$ cat src/rtl/fsm_ctrl_pkg.sv
// Shared definitions for the FSM stimulus sequencer.
//   - op_e         : program entry opcodes (bits [5:4] of a program word)
//   - ctrl_state_e : sequencer controller states
//   - FSM_STATE_W / FINAL_CODE : default geometry of the controlled FSMs
package fsm_ctrl_pkg;

  localparam int unsigned FSM_STATE_W = 17;
  localparam int unsigned FINAL_CODE  = 4100;

  typedef enum logic [1:0] {
    OP_STEP = 2'b00,
    OP_MARK = 2'b01,
    OP_BACK = 2'b10,
    OP_END  = 2'b11
  } op_e;

  typedef enum logic [2:0] {
    S_IDLE  = 3'd0,
    S_CLEAR = 3'd1,
    S_RUN   = 3'd2,
    S_DRAIN = 3'd3,
    S_DONE  = 3'd4
  } ctrl_state_e;

endpackage

$ cat src/rtl/stim_prog_ram.sv
// Program store for the stimulus sequencer: DEPTH x 6 register file.
//   clk   : clock
//   we    : synchronous write enable
//   waddr : write address
//   wdata : write data {op[1:0], vec[3:0]}
//   raddr : asynchronous read address
//   rdata : asynchronous read data
// Contents are not reset.
module stim_prog_ram #(
  parameter int unsigned DEPTH = 16,
  parameter int unsigned AW    = $clog2(DEPTH)
) (
  input  logic          clk,
  input  logic          we,
  input  logic [AW-1:0] waddr,
  input  logic [5:0]    wdata,
  input  logic [AW-1:0] raddr,
  output logic [5:0]    rdata
);

  logic [5:0] mem [DEPTH];

  always_ff @(posedge clk) begin
    if (we) mem[waddr] <= wdata;
  end

  assign rdata = mem[raddr];

endmodule

$ cat src/rtl/fsm_stim_sequencer.sv
// Programmable stimulus controller for a pattern-recognition FSM.
// Stores a short program of 4-bit vectors, resets the target FSM, replays the
// vectors one per clock on i1..i4 (with one MARK/BACK repeat loop) and reports
// whether the FSM reached FINAL_CODE before END or the step budget ran out.
//   clk, reset          : clock, synchronous active-high reset
//   prog_we/addr/data   : program write port (IDLE only), data = {op, i4..i1}
//   loop_n              : extra passes taken by BACK, latched at start
//   start               : begin a run (IDLE only)
//   fsm_state           : state code of the controlled FSM
//   fsm_reset           : reset to the controlled FSM (CLEAR cycle)
//   i1..i4              : registered stimulus bits
//   busy, done, matched : run status; done is a one-cycle pulse
//   step_count          : vectors driven in the last/current run
module fsm_stim_sequencer #(
  parameter int unsigned DEPTH      = 16,
  parameter int unsigned STATE_W    = fsm_ctrl_pkg::FSM_STATE_W,
  parameter int unsigned FINAL_CODE = fsm_ctrl_pkg::FINAL_CODE,
  parameter int unsigned MAX_STEPS  = 255
) (
  input  logic                     clk,
  input  logic                     reset,
  input  logic                     prog_we,
  input  logic [$clog2(DEPTH)-1:0] prog_addr,
  input  logic [5:0]               prog_data,
  input  logic [3:0]               loop_n,
  input  logic                     start,
  input  logic [STATE_W-1:0]       fsm_state,
  output logic                     fsm_reset,
  output logic                     i1,
  output logic                     i2,
  output logic                     i3,
  output logic                     i4,
  output logic                     busy,
  output logic                     done,
  output logic                     matched,
  output logic [7:0]               step_count
);

  import fsm_ctrl_pkg::*;

  localparam int unsigned AW = $clog2(DEPTH);

  ctrl_state_e   state, state_nxt;
  op_e           fetch_op, cur_op;
  logic [AW-1:0] pc, pc_inc, pc_f;
  logic [AW-1:0] loop_pc, loop_pc_f;
  logic [3:0]    loop_cnt, loop_cnt_f, loop_n_q;
  logic [3:0]    vec;
  logic [5:0]    rdata;
  logic          fetch, hit, prog_wr;

  assign prog_wr = prog_we && (state == S_IDLE);

  stim_prog_ram #(
    .DEPTH (DEPTH)
  ) u_ram (
    .clk   (clk),
    .we    (prog_wr),
    .waddr (prog_addr),
    .wdata (prog_data),
    .raddr (pc),
    .rdata (rdata)
  );

  assign hit      = (fsm_state == STATE_W'(FINAL_CODE));
  assign fetch_op = op_e'(rdata[5:4]);
  assign pc_inc   = (pc == AW'(DEPTH - 1)) ? '0 : pc + 1'b1;

  // pc addresses the entry that will be shown next. The entry is fetched and
  // its flow-control op resolved on the edge that loads it onto i1..i4, so
  // cur_op tells the RUN cycle only whether the vector on display is an END.
  always_comb begin
    pc_f       = pc_inc;
    loop_pc_f  = loop_pc;
    loop_cnt_f = loop_cnt;
    case (fetch_op)
      OP_MARK: begin
        loop_pc_f  = pc_inc;
        loop_cnt_f = '0;
      end
      OP_BACK: begin
        if (loop_cnt < loop_n_q) begin
          loop_cnt_f = loop_cnt + 4'd1;
          pc_f       = loop_pc;
        end
      end
      OP_END:  pc_f = pc;
      default: pc_f = pc_inc;
    endcase
  end

  // Match takes priority over END and timeout.
  always_comb begin
    state_nxt = state;
    fetch     = 1'b0;
    case (state)
      S_IDLE:  if (start) state_nxt = S_CLEAR;
      S_CLEAR: begin
        fetch     = 1'b1;
        state_nxt = S_RUN;
      end
      S_RUN: begin
        if (hit)                                state_nxt = S_DONE;
        else if (cur_op == OP_END)              state_nxt = S_DRAIN;
        else if (step_count == 8'(MAX_STEPS))   state_nxt = S_DONE;
        else                                    fetch     = 1'b1;
      end
      S_DRAIN: state_nxt = S_DONE;
      S_DONE:  state_nxt = S_IDLE;
      default: state_nxt = S_IDLE;
    endcase
  end

  always_ff @(posedge clk) begin
    if (reset) begin
      state      <= S_IDLE;
      pc         <= '0;
      loop_pc    <= '0;
      loop_cnt   <= '0;
      loop_n_q   <= '0;
      cur_op     <= OP_STEP;
      vec        <= '0;
      matched    <= 1'b0;
      step_count <= '0;
    end else begin
      state <= state_nxt;
      if (state == S_IDLE && start) begin
        loop_n_q   <= loop_n;
        matched    <= 1'b0;
        step_count <= '0;
        pc         <= '0;
        loop_pc    <= '0;
        loop_cnt   <= '0;
      end
      if (fetch) begin
        vec        <= rdata[3:0];
        cur_op     <= fetch_op;
        pc         <= pc_f;
        loop_pc    <= loop_pc_f;
        loop_cnt   <= loop_cnt_f;
        step_count <= step_count + 8'd1;
      end
      if ((state == S_RUN || state == S_DRAIN) && hit) matched <= 1'b1;
      if (state_nxt == S_DONE) vec <= '0;
    end
  end

  assign busy      = (state == S_CLEAR) || (state == S_RUN) || (state == S_DRAIN);
  assign done      = (state == S_DONE);
  assign fsm_reset = (state == S_CLEAR);
  assign i1        = vec[0];
  assign i2        = vec[1];
  assign i3        = vec[2];
  assign i4        = vec[3];

endmodule

$ cat config.mk
export PLATFORM = sky130hd
export DESIGN_NAME = fsm_stim_sequencer
export DESIGN_NICKNAME = d
export VERILOG_FILES = /design/src/rtl/fsm_ctrl_pkg.sv /design/src/rtl/stim_prog_ram.sv /design/src/rtl/fsm_stim_sequencer.sv
export SDC_FILE = /design/constraint.sdc
export NUM_CORES = 1
export LEC_CHECK = 0
export ABC_AREA = 1
export CORE_MARGIN = 2
export CORE_UTILIZATION = 45
export DETAILED_ROUTE_END_ITERATION = 12
export PLACE_DENSITY_LB_ADDON = 0.25
export SKIP_LAST_GASP = 1
export SLEW_MARGIN = 0
export SYNTH_ARGS = -nofsm -noshare
export SYNTH_HDL_FRONTEND = slang
export SYNTH_HIERARCHICAL = 1
export SYNTH_SLANG_ARGS = --single-unit
$ cat constraint.sdc
create_clock -name clk -period 2.4 [get_ports clk]
set_clock_uncertainty 0.2 [all_clocks]
set_input_delay 0.36 -clock clk [delete_from_list [all_inputs] [get_ports clk]]
set_output_delay 0.36 -clock clk [all_outputs]
set_load 0.01 [all_outputs]
==> summary.md, run 1 <==
| Metric | Value |
|---|---|
| Outcome | `finished, final reports clean` |
| Total of max-cap violations | `0` |
| Antenna diode count | `0` |
| Post-synthesis sequential area ratio | `58.2%` |
| Number of buffers created by CTS | `17` |
| # H-tree levels | `4` |
| Layout net count | `a little over 800` |
| DRC violations left | `0` |
| Layout cell share with drive strength beyond 1 | `around 16%` |
| Global route overflow | `0` |
| TritonCTS clock tree | `done` |
| Total of fill cells in the finished design | `1133` |
| Area of the placeable core | `around 13000 um^2` |
| Cell-internal power | `between 4 and 5 mW` |
| Most used DFF post-synth | `sky130_fd_sc_hd__edfxtp_1` |
| Number of warnings reported in the yosys synthesis log | `6` |
| Post-Syn Area | `6120 um^2` |
| Number of DRC markers after the initial detailed-route iteration | `454` |
| VDD IR-drop max | `between 0.5 and 0.6 mV` |
| Number of hold-slack violations in the final timing report | `0` |
| Synth top area share | `47.1%` |
| Net count after synthesis | `740` |
| Number of buffers inserted by hold repair at cts | `0` |
| Number of enable flip-flop cells after synthesis | `96` |
| Sum Neg Setup Slack | `0 ps` |
| Die Outline Area | `14500 um^2` |
| Pin count of the biggest net entering global routing | `49` |
| Antenna viol nets, final | `0` |
| Highest Signal Layer | `met4` |
| Proportion of power drawn by flip-flops and latches | `41.8%` |
| Crit-path max FO | `3` |
| Total wire length after detailed routing | `between 10000 and 15000 um` |
| Clock Tree Root | `sky130_fd_sc_hd__clkbuf_16` |
| Top cells by instance count after synthesis | `sky130_fd_sc_hd__nand2_1 (203), sky130_fd_sc_hd__edfxtp_1 (96), sky130_fd_sc_hd__inv_1 (88)` |
| Die H | `121 um` |
| Count of clock tree sinks | `130` |
| Number of cells produced by synthesis | `699` |
| Main area contributors after synthesis | `sky130_fd_sc_hd__edfxtp_1 (47%), sky130_fd_sc_hd__nand2_1 (12%), sky130_fd_sc_hd__dfxtp_1 (11%)` |
| Antenna violations before repair | `0` |
| Number of global-route vias before repair | `4692` |
| Worst-case clock buffer depth | `2` |
| Number of pins exceeding their max-slew limit in the final report | `0` |
| Worst-margin pin slew | `~730 ps` |
| Number of top-level pins | `between 50 and 60` |
| Clk pwr share | `around two fifths` |
| Net Sw Power | `around 1.7 mW` |
| Highest clock rate | `429 MHz` |
| Initial Util | `between 40 and 50%` |
| Share of flip-flops with an asynchronous set or reset after synthesis | `0%` |
| Post-detailed-route via-to-cell ratio | `4.99` |
| Max transition margin | `51.0%` |
| Global placer's final weighted congestion | `0.917` |
| Critical Path AT | `1770 ps` |
| Clock latency reported for the late side of the worst-skew pair | `410 ps` |
| HPWL reported at the end of detailed placement | `10100 um` |
| Kind of critical path | `flop to output pin` |
| Leak pwr | `~3.3 nW` |
| Yosys reg bits | `130` |
| Share of the cycle needed by the critical path after routing | `97.1%` |
| Layout Area Growth over Synthesis | `25.2%` |
| Reg clk slew, reported paths | `60 ps` |
| Yosys top cell by area | `sky130_fd_sc_hd__edfxtp_1` |
| Met2 wire len | `~7100 um` |
| Via count of the routed design | `4867` |
| Category of the worst setup path launch point | `flop` |
| Power Dens Cells | `790 nW/um^2` |
| Tot Pwr | `6.05 mW` |
| Overall fraction of global-route tracks in use | `20.4%` |
| TritonRoute pass-1 iters | `5` |
| Worst path cell trace | `inv_1 > nor3_1 > clkdlybuf4s50_1` |
| Port Buffers | `50` |
| Number of failing setup endpoints in the final timing report | `0` |
| Average instance area after synthesis | `8.75 um^2` |
| Post-layout util | `between 50 and 60%` |
| Switching part of the total power | `~28%` |
| Worst Setup End Kind | `output pin` |
| Data required time at the worst endpoint | `1840 ps` |
| Hold Path Class | `flop to flop` |
| Netlist cell types | `32` |
| Slowest-stage cell, CP | `sky130_fd_sc_hd__clkdlybuf4s50_1` |
| Met3 layer wire length in the routed design | `1040 um` |
| Largest stage delay on the critical path | `between 600 and 700 ps` |
| Post-Route M1 WL | `6050 um` |
| Horizontal die dimension | `121 um` |
| Post-route minimum period | `2330 ps` |
| Wire length of the first global-routing pass | `22900 um` |
| Number of cell rows | `42` |
| Cell class contributing the biggest share of worst-path delay | `buffers and inverters` |
| Number of buffer and inverter instances along the worst setup path | `2` |
| Combinational share of power | `around 17%` |
| Wirelength per Cell | `approximately 15 um` |
| Most common cell in the netlist | `sky130_fd_sc_hd__nand2_1` |
==> power groups by stage <==
| stage | Sequential, mW | Clock, mW | Combinational (mW) |
|---|---|---|---|
| 4_1_cts | 2.53 | 2.51 | 0.994 |
| 3_3_place_gp | 2.57 | 0 | 0.966 |
| 6_report | 2.53 | 2.48 | 1.05 |
| 3_5_place_dp | 2.57 | 0 | 0.984 |
| 2_1_floorplan | 2.57 | 0 | 0.630 |
| 5_1_grt | 2.53 | 2.61 | 1.18 |
==> metal layers <==
metal	track usage [%]	vias to the layer above
li1	-	2415
met1	26.9	2269
met2	33.4	170
met3	4.81	13
met4	6.54	0
met5	0	-
==> area by class of cell <==
cell class	instances	area, um^2	area share [%]
Multi-Input combinational cell	424	1960	25.6
Clock buffer	17	425	5.55
Sequential cell	130	3570	46.6
Tap cell	176	220	2.88
Clock inverter	15	146	1.91
Inverter	122	465	6.08
Timing Repair Buffer	92	875	11.4
==> kinds of logic after synthesis <==
kind of cell               Yosys count  synth area share (%)
buffers and inverters              145                  9.90
xor gates and xnor gates             3                 0.430
AOI/OAI and AO/OA                   46                  3.97
and+or+nand+nor                    369                  26.2
DFF                                130                  58.2
adders and majority gates            6                  1.23
==> tightest hold or removal path, cell delays in order, from the launching register on <==
cell and delay [ps]:
sky130_fd_sc_hd__dfxtp_1 300, sky130_fd_sc_hd__inv_1 60, sky130_fd_sc_hd__a21oi_1 50
==> metrics by stage <==
stage | hold slack, ps | instances | worst slack, ps | area, um^2
after floorplan | 229 | 699 | 168 | 6120
after global routing | 290 | 976 | -23.4 | 7660
final | 256 | 976 | 69.5 | 7660
after global placement | 249 | 940 | 70.1 | 7020
after CTS | 259 | 972 | 18.4 | 7590
after detailed placement | 251 | 940 | 28.6 | 7020
==> cells in the final DEF (no fill, tap or decap), types with 13 or more instances in the layout <==
master	Yosys	routed
sky130_fd_sc_hd__dfxtp_1	34	33
sky130_fd_sc_hd__o21ai_0	13	13
sky130_fd_sc_hd__clkbuf_16	0	18
sky130_fd_sc_hd__inv_2	30	29
sky130_fd_sc_hd__inv_1	88	88
sky130_fd_sc_hd__a21oi_1	26	26
sky130_fd_sc_hd__nor2_1	51	51
sky130_fd_sc_hd__nand3_1	86	86
sky130_fd_sc_hd__edfxtp_1	96	96
sky130_fd_sc_hd__nand2_1	203	201
sky130_fd_sc_hd__clkdlybuf4s50_1	0	50
sky130_fd_sc_hd__buf_4	5	37
==> registers in the layout (all words and copies together) (netlist names) <==
name        count
u_ram/mem      96
step_count      8
loop_cnt        4
loop_n_q        4
loop_pc         4
pc              4
vec             4
state           3
cur_op          2
matched         1
==> final timing paths <==
path,from,endpoint,slack (ps),depth (start not counted)
max,state[0]$_SDFF_PP0_,fsm_reset,70,3
min,loop_pc[2]$_SDFFE_PP0P_,loop_pc[2]$_SDFFE_PP0P_,260,2
max reg2reg,pc[0]$_SDFFE_PP0P_,pc[3]$_SDFFE_PP0P_,150,17
min reg2reg,loop_pc[2]$_SDFFE_PP0P_,loop_pc[2]$_SDFFE_PP0P_,260,2
==> what timing repair did <==
item / 4_1_cts / 5_1_grt
setup endpoints to repair: 0 / 12
setup buffers: 0 / 3
resized for setup: 0 / 8
(Power assumes the default switching activity.)
==> run 2, diff against run 1 <==
Settings changed: CTS_BUF_LIST from default to sky130_fd_sc_hd__clkbuf_8 sky130_fd_sc_hd__clkbuf_16, HOLD_SLACK_MARGIN from default to 0.03, TNS_END_PERCENT from default to 50.
==> results of run 2 <==
The final DEF is identical to that of run 1; final timing and power are the same.
==> run 3, diff against run 2 <==
Settings changed: CELL_PAD_IN_SITES_DETAIL_PLACEMENT from default to 0, CELL_PAD_IN_SITES_GLOBAL_PLACEMENT from default to 1, CORE_UTILIZATION 45 to 41, CTS_BUF_LIST sky130_fd_sc_hd__clkbuf_8 sky130_fd_sc_hd__clkbuf_16 to sky130_fd_sc_hd__clkbuf_8.
==> run 3 against run 2 <==
  * Global-route usage fell by 1.5 points
  * Critical path type unchanged
  * Critical path depth rose by 1
  * Worst hold slack improved by 7.5 ps
  * Maximum frequency rose by 2.8%
  * Via count fell by 2.7%
  * Core utilization fell by 6.2 points
  * Die area rose by 9.4%
  * Clock-buffer cell count did not move
  * Sequential share of layout area rose by 0.96 points
  * Flip-flop and latch count did not move
  * First-iteration DRC count fell by 34%
==> summary.md, run 3 (synthesized netlist as in run 1, its figures left out) <==
| Metric | Value |
|---|---|
| Number of failing setup endpoints in the final timing report | `0 (unchanged)` |
| Total wire length after detailed routing | `14600 um (+1.6%)` |
| Clock Tree Root | `sky130_fd_sc_hd__clkbuf_8` |
| Antenna diode count | `0 (unchanged)` |
| Category of the worst setup path launch point | `flop` |
| Wirelength per Cell | `14.9 um (+1.0%)` |
| Most frequent cells in the layout | `sky130_fd_sc_hd__nand2_1 (201), sky130_fd_sc_hd__edfxtp_1 (96), sky130_fd_sc_hd__inv_1 (88), sky130_fd_sc_hd__nand3_1 (86), sky130_fd_sc_hd__nor2_1 (51)` |
| RR Startpoint | `step_count[0]$_SDFFE_PP0P_` |
| Number of pins exceeding their max-slew limit in the final report | `0 (unchanged)` |
| TritonRoute pass-1 iters | `5 (unchanged)` |
| Number of buffers inserted by hold repair at cts | `0 (unchanged)` |
| DRC violations left | `0 (unchanged)` |
| Share of the cycle needed by the critical path after routing | `94.5% (-2.6 points)` |
| Number of top-level pins | `51 (unchanged)` |
| Wire length of the first global-routing pass | `23400 um (+2.1%)` |
| Hold depth | `2 (unchanged)` |
| Number of buffers created by CTS | `17 (unchanged)` |
| Worst-margin pin slew | `700 ps (-32.8 ps)` |
| Die Outline Area | `15900 um^2 (+9.4%)` |
| Smallest setup slack after layout | `132 ps (+62.5 ps)` |
| Layout Area Growth over Synthesis | `22.7%` |
| Most flop-heavy register | `u_ram/mem` |
| Data required time at the worst endpoint | `1840 ps (about the same)` |
| Worst Hold Slack | `263 ps (+7.50 ps)` |
| Start point of the worst min-delay path | `loop_pc[2]$_SDFFE_PP0P_` |
| Hold path endpoint | `loop_pc[2]$_SDFFE_PP0P_` |
| Global route overflow | `0 (unchanged)` |
| Number of cell rows | `44 (+4.8%)` |
| Count of clock tree sinks | `130 (unchanged)` |
| Number of DRC markers after the initial detailed-route iteration | `299 (-34%)` |
| Worst setup slack before clock tree synthesis | `46.8 ps (+18.1 ps)` |
| Layout cell share with drive strength beyond 1 | `16.3% (-0.084 points)` |
| Die H | `126 um (+4.6%)` |
| Total of max-cap violations | `0 (unchanged)` |
| Overall fraction of global-route tracks in use | `19.0% (-1.5 points)` |
| Total of fill cells in the finished design | `1356 (+20%)` |
| Endpoint of the lowest-slack register-to-register path | `step_count[7]$_SDFFE_PP0P_` |
| Worst Setup End Kind | `output pin` |
| VDD IR-drop max | `0.455 mV (-13%)` |
| Via count of the routed design | `4735 (-2.7%)` |
| Outcome | `finished, final reports clean` |
| Hold Path Class | `flop to flop` |
| Post-layout util | `51.6% (-6.2 points)` |
| Pin count of the biggest net entering global routing | `42 (-14%)` |
| Clock latency reported for the late side of the worst-skew pair | `440 ps (+30 ps)` |
| HPWL reported at the end of detailed placement | `10200 um (+1.9%)` |
| Cell count of the worst reg-to-reg path | `12 (-5)` |
| Leading cell type in the layout, fill and taps excluded | `sky130_fd_sc_hd__nand2_1` |
| Max transition margin | `53.2% (+2.2 points)` |
| Post-route minimum period | `2270 ps (-62.5 ps)` |
| Port Buffers | `50 (unchanged)` |
| Initial Util | `42.1% (-4.1 points)` |
| Kind of critical path | `flop to output pin` |
| Area of the placeable core | `14500 um^2 (+9.8%)` |
| Layout net count | `827 (-0.12%)` |
| Highest clock rate | `441 MHz (+2.8%)` |
| Worst-case clock buffer depth | `2 (unchanged)` |
| Horizontal die dimension | `126 um (+4.6%)` |
| Reg clk slew, reported paths | `80 ps (+20 ps)` |
| Power Dens Cells | `724 nW/um^2 (-8.4%)` |
| Global placer's final weighted congestion | `0.821 (-10%)` |
| Register-to-register path setup slack | `190 ps (+40 ps)` |
| Critical Path AT | `1710 ps (-60 ps)` |
| Post-detailed-route via-to-cell ratio | `4.82 (-3.3%)` |
| Antenna violations before repair | `0 (unchanged)` |
| Number of hold-slack violations in the final timing report | `0 (unchanged)` |
| # H-tree levels | `4 (unchanged)` |
| Number of global-route vias before repair | `4628 (-1.4%)` |
| Crit-path max FO | `3 (unchanged)` |
| Unrepaired setup endpoints after global routing | `yes` |
| TritonCTS clock tree | `done` |
| Leak pwr | `3.20 nW (-2.5%)` |
| Number of flip-flops under the largest register name | `96 (unchanged)` |
| Antenna viol nets, final | `0 (unchanged)` |
| Registers with the most flip-flops | `u_ram/mem (96), step_count (8)` |
## run 3: final cells by class
class / count / area [um^2] / share of cell area (%)
clock buffer: 17 / 234 / 3.12
clock inverter: 14 / 155 / 2.07
inverter: 122 / 465 / 6.20
multi-input combinational: 424 / 1960 / 26.2
sequential: 130 / 3570 / 47.5
tap: 184 / 230 / 3.07
timing repair buffer: 91 / 888 / 11.8
## run 3: worst max-delay path, stage by stage (launching register included)
cell	delay (ps)
sky130_fd_sc_hd__dfxtp_1	340
sky130_fd_sc_hd__nor2_1	200
sky130_fd_sc_hd__inv_1	80
sky130_fd_sc_hd__nor2_1	100
sky130_fd_sc_hd__clkdlybuf4s50_1	550
## run 3: through the flow
step | instances | TNS, ps | instance area, um^2 | power, mW
2_1_floorplan | 699 | 0 | 6120 | 3.20
3_3_place_gp | 948 | 0 | 7030 | 3.57
3_5_place_dp | 948 | 0 | 7030 | 3.58
4_1_cts | 979 | 0 | 7420 | 5.42
5_1_grt | 982 | -33.9 | 7500 | 5.71
6_report | 982 | 0 | 7500 | 5.43
## run 3: repair_timing
item / 4_1_cts / 5_1_grt
gates resized for setup: 0 / 9
setup endpoints to repair: 0 / 10
hold endpoints to repair: 0 / 0
setup buffers: 0 / 1
## run 3: worst max path at each step
stage	from	endpoint	cells after the start
global placement	fsm_state[3]	pc[0]$_SDFFE_PP0P_	11
global route	step_count[0]$_SDFFE_PP0P_	step_count[7]$_SDFFE_PP0P_	12
detailed placement	pc[0]$_SDFFE_PP0P_	loop_cnt[2]$_SDFFE_PP0P_	16
CTS	pc[0]$_SDFFE_PP0P_	loop_cnt[2]$_SDFFE_PP0P_	16
floorplan	pc[0]$_SDFFE_PP0P_	loop_cnt[1]$_SDFFE_PP0P_	17
finish	state[1]$_SDFF_PP0_	done	4
## run 3: routing by layer
| metal | up-vias | global-route usage [%] | share of wire (%) |
|---|---|---|---|
| met1 | 2205 | 23.8 | 44 |
| met2 | 101 | 32.0 | 50 |
| li1 | 2408 | - | - |
| met5 | - | 0 | 0 |
| met4 | 0 | 6.59 | 2.0 |
| met3 | 21 | 4.72 | 4.3 |
## run 3: where the power goes
| group | total, mW | internal [mW] | switching, mW |
|---|---|---|---|
| logic | 1.06 | 0.417 | 0.642 |
| registers | 2.52 | 2.48 | 0.0472 |
| clock network | 1.85 | 0.932 | 0.918 |
